[config.mk]
export PLATFORM = sky130hd
export DESIGN_NAME = store_data_narrow
export DESIGN_NICKNAME = d
export VERILOG_FILES = /design/src/rtl/store_data_narrow.sv
export SDC_FILE = /design/constraint.sdc
export NUM_CORES = 1
export LEC_CHECK = 0
export ABC_AREA = 0
export BUFFER_PORTS_ARGS = -buffer_cell sky130_fd_sc_hd__buf_2
export CELL_PAD_IN_SITES_DETAIL_PLACEMENT = 0
export CELL_PAD_IN_SITES_GLOBAL_PLACEMENT = 1
export CORE_MARGIN = 10
export CORE_UTILIZATION = 41
export CTS_CLUSTER_DIAMETER = 100
export DETAILED_ROUTE_END_ITERATION = 8
export PLACE_DENSITY = 0.81
export SLEW_MARGIN = 20
export SYNTH_ARGS = -nofsm -noshare
export SYNTH_HDL_FRONTEND = slang
export SYNTH_SLANG_ARGS = --single-unit
[constraint.sdc]
create_clock -name clk -period 5.35 [get_ports clk]
set_input_delay 0.2675 -clock clk [delete_from_list [all_inputs] [get_ports clk]]
set_output_delay 0.2675 -clock clk [all_outputs]
set_load 0.01 [all_outputs]
[src/rtl/store_data_narrow.sv]
// ---------------------------------------------------------------------------
// store_data_narrow
//
// Store-path formatter for the pipelined RV32I core. It takes the rs2 value,
// the store funct3 and the effective byte address from EX/MEM, narrows the
// value to a byte, halfword or word, and replicates it across the lanes it
// will be written to. It also produces byte strobes and a word address for
// data memory. There is one registered stage with valid/ready on both sides.
// A two-entry store (output register + skid register) lets the core absorb
// memory back-pressure without dropping a store.
//
// Optional feature macro: STORE_MISALIGN_TRAP_EN
//   defined   : a misaligned SH/SW gets strb=0000 and err=1, so memory is left
//               untouched and the trap unit picks up err.
//   undefined : a misaligned SH/SW is force-aligned (SH ignores addr[0], SW
//               ignores addr[1:0]) and err=0.
//   An illegal funct3 sets err in both builds.
//
// Ports:
//   clk        clock
//   rst        asynchronous active-high reset
//   in_valid   store request valid
//   in_ready   formatter can take a request this cycle (registered, !skid_full)
//   in_data    rs2 value
//   in_funct3  store funct3 (000 SB, 001 SH, 010 SW)
//   in_addr    effective byte address
//   out_valid  formatted store valid
//   out_ready  memory accepts the store
//   out_data   lane-replicated write data
//   out_strb   byte-enable strobes
//   out_waddr  word address, in_addr[ADDR_W-1:2]
//   out_err    illegal funct3 or (trap build) misaligned access
// ---------------------------------------------------------------------------
module store_data_narrow #(
  parameter int XLEN   = 32,
  parameter int ADDR_W = 32
) (
  input  logic                clk,
  input  logic                rst,
  input  logic                in_valid,
  output logic                in_ready,
  input  logic [XLEN-1:0]     in_data,
  input  logic [2:0]          in_funct3,
  input  logic [ADDR_W-1:0]   in_addr,
  output logic                out_valid,
  input  logic                out_ready,
  output logic [XLEN-1:0]     out_data,
  output logic [XLEN/8-1:0]   out_strb,
  output logic [ADDR_W-3:0]   out_waddr,
  output logic                out_err
);

  localparam int STRB_W = XLEN / 8;

  typedef struct packed {
    logic [XLEN-1:0]   data;
    logic [STRB_W-1:0] strb;
    logic [ADDR_W-3:0] waddr;
    logic              err;
  } entry_t;

  entry_t fmt;
  entry_t out_q;
  entry_t skid_q;
  logic   out_valid_q;
  logic   skid_full_q;
  logic   in_xfer;
  logic   out_free;

  // Format the incoming request entirely on the input side. The finished
  // entry is what gets stored, so nothing is recomputed downstream.
  always_comb begin
    fmt       = '0;
    fmt.waddr = in_addr[ADDR_W-1:2];
    fmt.data  = in_data;
    fmt.strb  = '0;
    fmt.err   = 1'b0;
    case (in_funct3)
      3'b000: begin
        fmt.data = {4{in_data[7:0]}};
        fmt.strb = 4'b0001 << in_addr[1:0];
      end
      3'b001: begin
        // addr[0] is simply not looked at, which force-aligns a misaligned SH.
        fmt.data = {2{in_data[15:0]}};
        fmt.strb = in_addr[1] ? 4'b1100 : 4'b0011;
`ifdef STORE_MISALIGN_TRAP_EN
        if (in_addr[0]) begin
          fmt.strb = '0;
          fmt.err  = 1'b1;
        end
`endif
      end
      3'b010: begin
        fmt.strb = 4'b1111;
`ifdef STORE_MISALIGN_TRAP_EN
        if (in_addr[1:0] != 2'b00) begin
          fmt.strb = '0;
          fmt.err  = 1'b1;
        end
`endif
      end
      default: begin
        // Illegal funct3 still travels through so the trap unit sees it.
        fmt.strb = '0;
        fmt.err  = 1'b1;
      end
    endcase
  end

  assign in_ready = !skid_full_q;
  assign in_xfer  = in_valid && !skid_full_q;
  // The output register can be loaded when it is empty or is being drained.
  assign out_free = !out_valid_q || out_ready;

  // Two-entry storage. The skid register only fills while the output is
  // stalled, and it always refills the output before any new request does.
  // That keeps stores in order.
  always_ff @(posedge clk or posedge rst) begin
    if (rst) begin
      out_q       <= '0;
      skid_q      <= '0;
      out_valid_q <= 1'b0;
      skid_full_q <= 1'b0;
    end else begin
      if (out_free) begin
        if (skid_full_q) begin
          out_q       <= skid_q;
          out_valid_q <= 1'b1;
          skid_full_q <= 1'b0;
        end else if (in_xfer) begin
          out_q       <= fmt;
          out_valid_q <= 1'b1;
        end else begin
          out_valid_q <= 1'b0;
        end
      end else if (in_xfer) begin
        skid_q      <= fmt;
        skid_full_q <= 1'b1;
      end
    end
  end

  assign out_valid = out_valid_q;
  assign out_data  = out_q.data;
  assign out_strb  = out_q.strb;
  assign out_waddr = out_q.waddr;
  assign out_err   = out_q.err;

endmodule

==> results of run 1 <==
registers in the layout, indices dropped and copies added (netlist names):
| name | count |
|---|---|
| skid_full_q | 1 |
| out_data | 32 |
| out_err | 1 |
| out_waddr | 30 |
| out_strb | 4 |
| skid_q | 67 |
| out_valid | 1 |
critical path, cell delays in order (launching register included):
cell and delay [ns]:
dfrtp_4 0.76, inv_2 0.29, nand3b_1 0.76, buf_4 0.69
o21ai_0 0.21
final cells by class:
cell class | instances | area (µm²)
fill | 1327 | 7052
sequential | 136 | 3407
multi-input combinational | 444 | 2419
timing repair buffer | 146 | 768.2
clock buffer | 22 | 484.2
tap | 184 | 230.2
clock inverter | 9 | 97.59
inverter | 3 | 16.27
antenna | 2 | 5.005
logic make-up (layout without fill, tap and decap cells):
logic type             count (synthesis)  after routing  share of synthesized area, %
AOI/OAI and AO/OA                    118            118                         11.90
and+or+nand+nor                      264            264                         17.72
buffers and inverters                 45            180                         3.573
DFF                                  136            136                         56.50
muxes                                 62             62                         10.30
other                                  0              2                             0
per-stage QoR:
stage               hold WS [ns]  power (µW)  utilization, %  area [µm²]  std cells
floorplan                 0.3729        1705               -        6023        625
global placement          0.4417        1935           47.05        6813        912
detailed placement        0.4475        1958           47.05        6813        912
CTS                     0.003288        3113           51.07        7395        943
global route             0.04030        3255           51.26        7422        944
finish                  -0.01805        3083           51.30        7427        946
final timing paths:
check                                        start                         to  slack [ns]  cells after the start
hold / removal                                 rst  out_waddr[24]$_DFFE_PP0P_       -0.02                      2
hold reg to reg             skid_q[26]$_DFFE_PP0P_     skid_q[26]$_DFFE_PP0P_        0.47                      2
min in group clk                       in_addr[30]     skid_q[29]$_DFFE_PP0P_        0.06                      3
setup reg to reg           skid_full_q$_DFFE_PP0P_     skid_q[55]$_DFFE_PP0P_        2.45                      4
max in group asynchronous                      rst     skid_q[57]$_DFFE_PP0P_        4.14                      3
setup / recovery           skid_full_q$_DFFE_PP0P_     skid_q[55]$_DFFE_PP0P_        2.45                      4
power by group:
part	internal (µW)	leakage, µW	switching (µW)
Sequential	1240	0.00168	124
Combinational	230	0.00175	338
Clock	727	0.000291	423
metal layers:
| layer | track usage [%] | vias up |
|---|---|---|
| met4 | 5.870 | 0 |
| met3 | 4.803 | 17 |
| met1 | 19.81 | 2278 |
| li1 | - | 2337 |
| met5 | 0 | - |
| met2 | 26.11 | 122 |
layout by cell type, fill, tap and decap left out, drive strengths merged, types with 2 or more instances in the layout:
cell type / instances
nand3: 20
bufinv: 2
o21bai: 3
clkbuf: 22
nand2: 220
inv: 3
o21ai: 85
nor2: 18
mux2i: 62
a21o: 8
o211ai: 18
diode: 2
clkinv: 6
dfrtp: 136
buf: 146
a221oi: 2
==> metrics.md, run 1 <==
| Metric | Value |
|---|---|
| Outcome | `finished, violations left` |
| Failing checks | `negative hold slack` |
| Critical Path Start Type | `flop` |
| CP max FO | `70` |
| Setup TNS | `0 ns` |
| Commonest cells post-synth | `nand2_1, dfrtp_1, o21ai_0` |
| Via count | `4754` |
| Gates resized, CTS repair | `0` |
| #FFs+latches synth | `between 100 and 150` |
| CP Data Arrival Time | `about 3.2 ns` |
| Max clock buf depth | `2` |
| Ys flop type | `dfrtp_1` |
| GR Overflow Total | `0` |
| Synthesized area per cell | `9.637 µm²` |
| DRT iter0 DRCs | `328` |
| Antenna violations before repair | `2` |
| Final hold violations | `15` |
| Critical path type | `reg2reg` |
| CP endpoint kind | `flop` |
| RSZ-0062 raised after global routing | `no` |
| Top-count cell post-synth | `nand2_1` |
| Die ar. | `approximately 20000 µm²` |
| Post-Synthesis Cells | `between 600 and 700` |
| Post-synth EDFFs | `0` |
| Row cnt | `44` |
| Root Buffer Master | `clkbuf_16` |
| Pleak | `roughly 0.0037 µW` |
| Vias in the first global route | `4906` |
| Final min period | `2.896 ns` |
| MaxCap Viol Count | `0` |
| Layout cells sized above 1 | `25.26%` |
| Setup ws final | `2.454 ns` |
| Synth area leader | `dfrtp_1` |
| DRC violations left | `0` |
| Share of the synthesized area in the top cell type | `56.50%` |
| Worst vdd ir | `238.9 µV` |
| IO Count | `140` |
| Hold Crit Class | `in2async` |
| Distinct cells, synth | `30` |
| GPL Wtd Cong | `0.7899` |
| Async SR Flop Fraction | `100.0%` |
| Met1 WL | `roughly 6800 µm` |
| Final period util | `54.14%` |
| Routed wl met2 | `~8000 µm` |
| Final ANT Viol Nets | `0` |
| Clock buffer count from CTS | `17` |
| Dpl hpwl | `about 11000 µm` |
| Number of buffers added on ports | `139` |
| Drt total wl | `15810 µm` |
| YS warnings | `0` |
| TritonCTS clock tree | `done` |
| Max Slew Vio Count | `0` |
| Largest net degree at the start of global routing | `80` |
| Worst clock skew | `0.007077 ns` |
| NumNets Final | `819` |
| Die Span Y | `around 140 µm` |
| Gr usage total | `16.10%` |
| Final hold slack | `-0.01805 ns` |
| H-Tree Depth | `4` |
| PwrDens | `between 400 and 500 nW/µm²` |
| Met3 WL | `905 µm` |
| First-pass GRT wire length | `25830 µm` |
| Net Count, Synth | `between 600 and 700` |
| Chip width | `roughly 140 µm` |
| Worst-path clk slew | `0.06 ns` |
| DR pass1 iterations | `4` |
| Number of setup violations in the final report | `0` |
| Rel. slew slack | `39.69%` |
| Vias/cell | `5.025` |
| CORE AREA | `14480 µm²` |
| Place WS | `2.262 ns` |
| Layout area overhead | `23.31%` |
| Mapped Area | `6023 µm²` |
| WL per Instance | `16.71 µm` |
| Maximum operating frequency | `345.3 MHz` |
| Post-CTS setup repair buffer count | `0` |
| Critical Path RT | `5.61 ns` |
| Synth area leaders | `dfrtp_1, nand2_1, mux2i_1` |
| Worst slew pin tran | `0.9019 ns` |
| CTS Hold Bufs | `0` |
| Sequential area share after synthesis | `56.50%` |
| Highest routed metal layer | `met4` |
| Initial Utilization | `41.60%` |
| Worst-Skew Late Latency | `0.42 ns` |
| TritonCTS sink count | `136` |
(Power assumes the default switching activity.)
==> inputs of run 2 (changes only) <==
Clock period 5.35 ns to 3 ns, I/O delays scaled along.
==> run 2 against run 1 <==
The run now ends clean. Total power grew 77%. Global-route usage rose by 0.38 points. Die area unchanged. First-iteration DRC count down 17%. Flip-flop and latch count is the same. Fmax increased by 42%. Setup slack worse by 1.5 ns. Critical path depth did not move. Critical path type unchanged. Largest cell class unchanged.
==> metrics.md, run 2 (synthesis gave the netlist of run 1 again) <==
| Metric | Value |
|---|---|
| TritonCTS sink count | `136 (unchanged)` |
| Final hold violations | `0 (was 15)` |
| Grt peak-use layer | `met2 (unchanged)` |
| Pleak | `0.003850 µW (was 0.003729 µW)` |
| NetSw | `1605 µW (was 884.9 µW)` |
| Critical path type | `reg2reg (unchanged)` |
| Largest net degree at the start of global routing | `102 (was 80)` |
| Outcome | `finished, final reports clean (was finished, violations left)` |
| Clock buffer count from CTS | `17 (unchanged)` |
| DR pass1 iterations | `5 (was 4)` |
| Worst slew pin tran | `0.8046 ns (was 0.9019 ns)` |
| Dpl hpwl | `11180 µm (was 10910 µm)` |
| Switching Fraction | `29.41% (was 28.70%)` |
| Setup TNS | `0 ns (unchanged)` |
| Crit path largest cell delay | `0.70 ns (was 0.76 ns)` |
| NumNets Final | `852 (was 819)` |
| TritonCTS clock tree | `done (unchanged)` |
| Final std cells w/o fill | `979 (was 946)` |
| Commonest non-fill, non-tap cell in the layout | `nand2_1 (unchanged)` |
| WL per Instance | `16.55 µm (was 16.71 µm)` |
| R2R Setup Slk | `0.95 ns (was 2.45 ns)` |
| RSZ-0062 raised after global routing | `no (unchanged)` |
| Gr usage total | `16.48% (was 16.10%)` |
| GPL Wtd Cong | `0.8115 (was 0.7899)` |
| MaxCap Viol Count | `0 (unchanged)` |
| PwrDens | `702.5 nW/µm² (was 415.2 nW/µm²)` |
| CP Cell Sequence | `inv_2 -> nand3b_1 -> buf_4 -> o21ai_0 (unchanged)` |
| Vias in the first global route | `5069 (was 4906)` |
| Met2 global-route usage | `26.70% (was 26.11%)` |
| CP max stage cell | `dfrtp_4 (unchanged)` |
| Die Span Y | `141.2 µm (unchanged)` |
| Max reg flops | `67 (unchanged)` |
| IO Count | `140 (unchanged)` |
| CP Data Arrival Time | `2.31 ns (was 3.16 ns)` |
| H-Tree Depth | `4 (unchanged)` |
| Hold path depth | `3` |
| Seq pwr share | `44.5% (was 44.3%)` |
| Post-CTS setup repair buffer count | `0 (unchanged)` |
| Gates resized, CTS repair | `0 (unchanged)` |
| Via count | `4860 (was 4754)` |
| Hold Startpoint | `in_data[4]` |
| Final period util | `68.20% (was 54.14%)` |
| Maximum operating frequency | `488.8 MHz (was 345.3 MHz)` |
| Critical Path RT | `3.26 ns (was 5.61 ns)` |
| Worst-Skew Late Latency | `0.41 ns (was 0.42 ns)` |
| Drt total wl | `16200 µm (was 15810 µm)` |
| Worst vdd ir | `370.3 µV (was 238.9 µV)` |
| Worst clock skew | `0.004831 ns (was 0.007077 ns)` |
| Most frequent cells in the layout | `nand2_1, buf_2, dfrtp_1, o21ai_0, mux2i_1 (unchanged)` |
| Row cnt | `44 (unchanged)` |
| R2R depth | `4 (unchanged)` |
| GRT met3 Usage | `5.576% (was 4.803%)` |
| Hold Crit Class | `in2reg (was in2async)` |
| Final ANT Viol Nets | `0 (unchanged)` |
| CORE AREA | `14480 µm² (unchanged)` |
| Number of buffers added on ports | `139 (unchanged)` |
| DRC violations left | `0 (unchanged)` |
| Final instance area | `7767 µm² (was 7427 µm²)` |
| CP endpoint kind | `flop (unchanged)` |
| Max clock buf depth | `2 (unchanged)` |
| Comb pwr share | `19.4% (was 18.4%)` |
| Vias/cell | `4.964 (was 5.025)` |
| Clock power share | `36.2% (was 37.3%)` |
| Hold path endpoint | `skid_q[39]$_DFFE_PP0P_` |
| Dpl cells | `914 (was 912)` |
| GR Overflow Total | `0 (unchanged)` |
| Placed cell areas | `6877 µm² (was 6813 µm²)` |
| Critical R2R Launch | `skid_full_q$_DFFE_PP0P_ (unchanged)` |
| Chip width | `141.2 µm (unchanged)` |
| Max Slew Vio Count | `0 (unchanged)` |
| Worst R2R End | `skid_q[53]$_DFFE_PP0P_ (was skid_q[55]$_DFFE_PP0P_)` |
| Final Power | `5457 µW (was 3083 µW)` |
| DRT iter0 DRCs | `272 (was 328)` |
| Layout area overhead | `28.96% (was 23.31%)` |
| Antenna violations before repair | `1 (was 2)` |
| Met1 usage | `20.32% (was 19.81%)` |
| CP max FO | `67 (was 70)` |
| Number of setup violations in the final report | `0 (unchanged)` |
| Die ar. | `19940 µm² (unchanged)` |
| Layout cells sized above 1 | `24.56% (was 25.26%)` |
| Root Buffer Master | `clkbuf_16 (unchanged)` |
| Worst-path clk slew | `0.06 ns (about the same)` |
| Final min period | `2.046 ns (was 2.896 ns)` |
| First-pass GRT wire length | `26610 µm (was 25830 µm)` |
| Critical Path Start Type | `flop (unchanged)` |
| Rel. slew slack | `46.25% (was 39.69%)` |
| P_int | `3852 µW (was 2199 µW)` |
| Biggest register | `skid_q (unchanged)` |
| Initial Utilization | `41.60% (unchanged)` |
==> run 2: changes by cell type in the layout (fill, tap and decap cells not counted), sizes merged <==
cell / before / now
dlygate4sd3: 0 / 32
clkinvlp: 1 / 6
clkbuf: 22 / 20
buf: 146 / 147
bufinv: 2 / 1
diode: 2 / 1
inv: 3 / 2
==> run 2: what timing repair did <==
| item | in CTS | in global routing |
|---|---|---|
| endpoints found under the setup margin | 0 | 0 |
| endpoints found under the hold margin | 63 | 0 |
| hold buffers | 32 | 0 |
==> run 2: critical path, delay by kind of cell, from the launching register on <==
kind            cells  cell delay [ns]
flops               1             0.70
compound gates      1             0.20
simple gates        1             0.19
buf+inv             2             0.78
==> run 2: worst max path at each step <==
stage,slack [ns],to,depth (start not counted),start
final,0.95,skid_q[53]$_DFFE_PP0P_,4,skid_full_q$_DFFE_PP0P_
after global routing,0.78,skid_q[53]$_DFFE_PP0P_,4,skid_full_q$_DFFE_PP0P_
after CTS,0.93,skid_q[53]$_DFFE_PP0P_,4,skid_full_q$_DFFE_PP0P_
after detailed placement,0.95,skid_q[53]$_DFFE_PP0P_,4,skid_full_q$_DFFE_PP0P_
after global placement,1.06,skid_q[63]$_DFFE_PP0P_,4,skid_full_q$_DFFE_PP0P_
after floorplan,1.16,out_data[0]$_DFFE_PP0P_,1,rst
==> run 2: area by class of cell <==
class | count | area [µm²]
Antenna cell | 1 | 2.502
Clock buffer | 20 | 466.7
Clock inverter | 12 | 101.3
Fill cell | 1314 | 6711
Inverter | 3 | 15.01
Multi-Input combinational cell | 444 | 2419
Sequential cell | 136 | 3407
Tap cell | 184 | 230.2
Timing Repair Buffer | 179 | 1126
==> run 2: per-stage QoR <==
step / worst slack [ns] / hold WS (ns) / util, %
floorplan: 1.157 / 0.2554 / -
global placement: 1.056 / 0.3286 / 47.49
detailed placement: 0.9456 / 0.3327 / 47.49
CTS: 0.9311 / 0.0008833 / 53.63
global route: 0.7753 / 0.01124 / 53.63
finish: 0.9541 / 0.01408 / 53.65
==> run 2: power by group through the flow <==
stage / Sequential (µW) / Combinational [µW] / Clock [µW]
after floorplan: 2500 / 544 / 0
after global placement: 2440 / 1020 / 0
after detailed placement: 2450 / 1050 / 0
after CTS: 2430 / 1080 / 2030
after global routing: 2470 / 1200 / 2120
final: 2430 / 1060 / 1970
==> run 2: metal layers <==
layer,wire (µm),up-vias
met5,0,-
met4,200,0
met3,1026,13
met2,8086,107
met1,6887,2333
li1,-,2407
==> inputs of run 3 (changes only) <==
Settings changed: CORE_UTILIZATION 41 to 37, PLACE_DENSITY 0.81 to 0.77.
Clock period 3 ns to 1.8 ns, I/O delays scaled along.
==> run 3 against run 2 <==
Register-to-register slack got worse by 0.81 ns. Cell count increased by 5.2%. Highest routed layer unchanged. Hold slack improved by 0.0051 ns. Largest cell class unchanged. Global-route usage decreased by 0.52 points. First-iteration DRC count increased by 29%. Sequential power increased by 66%. Clock power increased by 88%. Die area increased by 9.2%.
==> metrics.md, run 3 (synthesis gave the netlist of run 1 again) <==
| Metric | Value |
|---|---|
| Post-CTS setup repair buffer count | `0 (unchanged)` |
| Setup TNS | `0 ns (unchanged)` |
| Gates resized, CTS repair | `0 (unchanged)` |
| MaxCap Viol Count | `0 (unchanged)` |
| Final Util | `50.53% (was 53.65%)` |
| Gr usage total | `15.96% (was 16.48%)` |
| Met2 global-route usage | `26.76% (was 26.70%)` |
| Worst clock skew | `0.007557 ns (was 0.004831 ns)` |
| Largest net degree at the start of global routing | `68 (was 102)` |
| GPL Wtd Cong | `0.7692 (was 0.8115)` |
| Die Span Y | `147.6 µm (was 141.2 µm)` |
| IO Count | `140 (unchanged)` |
| Worst path depth | `3 (was 4)` |
| Biggest register | `skid_q (unchanged)` |
| Worst R2R End | `out_waddr[23]$_DFFE_PP0P_ (was skid_q[53]$_DFFE_PP0P_)` |
| First-pass GRT wire length | `28140 µm (was 26610 µm)` |
| WL per Instance | `16.45 µm (was 16.55 µm)` |
| PwrDens | `1189 nW/µm² (was 702.5 nW/µm²)` |
| Number of buffers added on ports | `139 (unchanged)` |
| Crit path largest cell delay | `0.51 ns (was 0.70 ns)` |
| Final Power | `9575 µW (was 5457 µW)` |
| Worst vdd ir | `670.6 µV (was 370.3 µV)` |
| Max Slew Vio Count | `0 (unchanged)` |
| GR Overflow Total | `0 (unchanged)` |
| Commonest non-fill, non-tap cell in the layout | `nand2_1 (unchanged)` |
| Layout cells sized above 1 | `25.06% (was 24.56%)` |
| Met1 usage | `19.29% (was 20.32%)` |
| N_diodes | `0 (was 1)` |
| Dpl hpwl | `11600 µm (was 11180 µm)` |
| Drt total wl | `16940 µm (was 16200 µm)` |
| Max reg flops | `67 (unchanged)` |
| Clock buffer count from CTS | `17 (unchanged)` |
| Critical R2R Launch | `skid_full_q$_DFFE_PP0P_ (unchanged)` |
| Maximum operating frequency | `603.3 MHz (was 488.8 MHz)` |
| Max clock buf depth | `2 (unchanged)` |
| CP max stage cell | `dfrtp_4 (unchanged)` |
| TritonCTS sink count | `136 (unchanged)` |
| Setup crit end | `out_waddr[23]$_DFFE_PP0P_ (was skid_q[53]$_DFFE_PP0P_)` |
| Critical Path RT | `2.07 ns (was 3.26 ns)` |
| Via count | `5054 (was 4860)` |
| DRC violations left | `0 (unchanged)` |
| CP Data Arrival Time | `1.92 ns (was 2.31 ns)` |
| Vias in the first global route | `5317 (was 5069)` |
| Worst-path clk slew | `0.06 ns (about the same)` |
| CTS Hold Bufs | `43 (was 32)` |
| CP endpoint kind | `flop (unchanged)` |
| Worst slew pin tran | `0.5656 ns (was 0.8046 ns)` |
| Final instance area | `8056 µm² (was 7767 µm²)` |
| Row cnt | `46 (was 44)` |
| Largest delay share family, worst path | `compound AO/OA/AOI/OAI gates (was buffers and inverters)` |
| Grt peak-use layer | `met2 (unchanged)` |
| Layout area overhead | `33.76% (was 28.96%)` |
| GRT met3 Usage | `3.724% (was 5.576%)` |
| NumNets Final | `872 (was 852)` |
| Final std cells w/o fill | `1030 (was 979)` |
| CP Cell Sequence | `o21ai_4 -> buf_4 -> o21ai_0 (was inv_2 -> nand3b_1 -> buf_4 -> o21ai_0)` |
| Vias/cell | `4.907 (was 4.964)` |
| Placed cell areas | `6997 µm² (was 6877 µm²)` |
| Dpl cells | `955 (was 914)` |
| Final ANT Viol Nets | `0 (unchanged)` |
| Final period util | `92.09% (was 68.20%)` |
| Chip width | `147.6 µm (was 141.2 µm)` |
| Root Buffer Master | `clkbuf_16 (unchanged)` |
| R2R depth | `3 (was 4)` |
| CORE AREA | `15940 µm² (was 14480 µm²)` |
| Initial Utilization | `37.78% (was 41.60%)` |
| Final min period | `1.658 ns (was 2.046 ns)` |
| Critical path buffer and inverter count | `1 (was 2)` |
| Number of setup violations in the final report | `0 (unchanged)` |
| RSZ-0062 raised after global routing | `no (unchanged)` |
| Antenna violations before repair | `0 (was 1)` |
| H-Tree Depth | `4 (unchanged)` |
| Worst-Skew Late Latency | `0.42 ns (was 0.41 ns)` |
| Pleak | `0.003983 µW (was 0.003850 µW)` |
| DRT iter0 DRCs | `350 (was 272)` |
| CP max FO | `52 (was 67)` |
| R2R Setup Slk | `0.14 ns (was 0.95 ns)` |
| TritonCTS clock tree | `done (unchanged)` |
| Final hold violations | `0 (unchanged)` |
| Rel. slew slack | `62.22% (was 46.25%)` |
| Crit path from | `skid_full_q$_DFFE_PP0P_ (unchanged)` |
| Critical path type | `reg2reg (unchanged)` |
| Most frequent cells in the layout | `nand2_1, buf_2, dfrtp_1, o21ai_0, mux2i_1 (unchanged)` |
| Hold Crit Class | `in2reg (unchanged)` |
| Outcome | `finished, final reports clean (unchanged)` |
| DR pass1 iterations | `6 (was 5)` |
| Die ar. | `21780 µm² (was 19940 µm²)` |
| Critical Path Start Type | `flop (unchanged)` |
==> run 3: cell type report <==
type                            instances  area (µm²)
Inverter                                3       15.01
Timing Repair Buffer                  199        1316
Fill cell                            1487        7886
Tap cell                              216       270.3
Multi-Input combinational cell        444        2419
Clock inverter                         13       176.4
Sequential cell                       136        3407
Clock buffer                           19       452.9
==> run 3: how the worst min path moves through the flow <==
| stage | cells after the start | end | slack [ns] | start |
|---|---|---|---|---|
| finish | 3 | skid_q[52]$_DFFE_PP0P_ | 0.02 | in_data[17] |
| CTS | 3 | skid_q[46]$_DFFE_PP0P_ | 0.004 | in_data[11] |
| global placement | 2 | out_strb[3]$_DFFE_PP0P_ | 0.19 | rst |
| detailed placement | 2 | skid_q[34]$_DFFE_PP0P_ | 0.19 | rst |
| floorplan | 2 | skid_q[10]$_DFFE_PP0P_ | 0.20 | in_addr[11] |
| global route | 3 | skid_q[43]$_DFFE_PP0P_ | 0.05 | in_data[8] |
==> run 3: layer usage <==
layer	part of all wire [%]	wire (µm)
met1	44	7434
met5	0	0
met4	2.7	461
met2	49	8328
met3	4.2	716
==> run 3: report_power, final <==
group	switching, µW	leakage (µW)	internal (µW)
Sequential	344	0.00168	3690
Clock	1330	0.000305	2380
Combinational	1060	0.00199	774
Total	2730	0.00398	6840
==> run 3: worst min-delay path, cell delays in order <==
cell,delay (ns)
buf_2,0.08
mux2i_1,0.07
o21ai_0,0.15
==> run 3: stage by stage <==
step           setup WS [ns]  hold slack, ns
3_3_place_gp          0.2334          0.1861
2_1_floorplan        0.01685          0.1954
4_1_cts               0.1271        0.003519
6_report              0.1423         0.01914
5_1_grt             0.003775         0.04689
3_5_place_dp          0.1402          0.1852
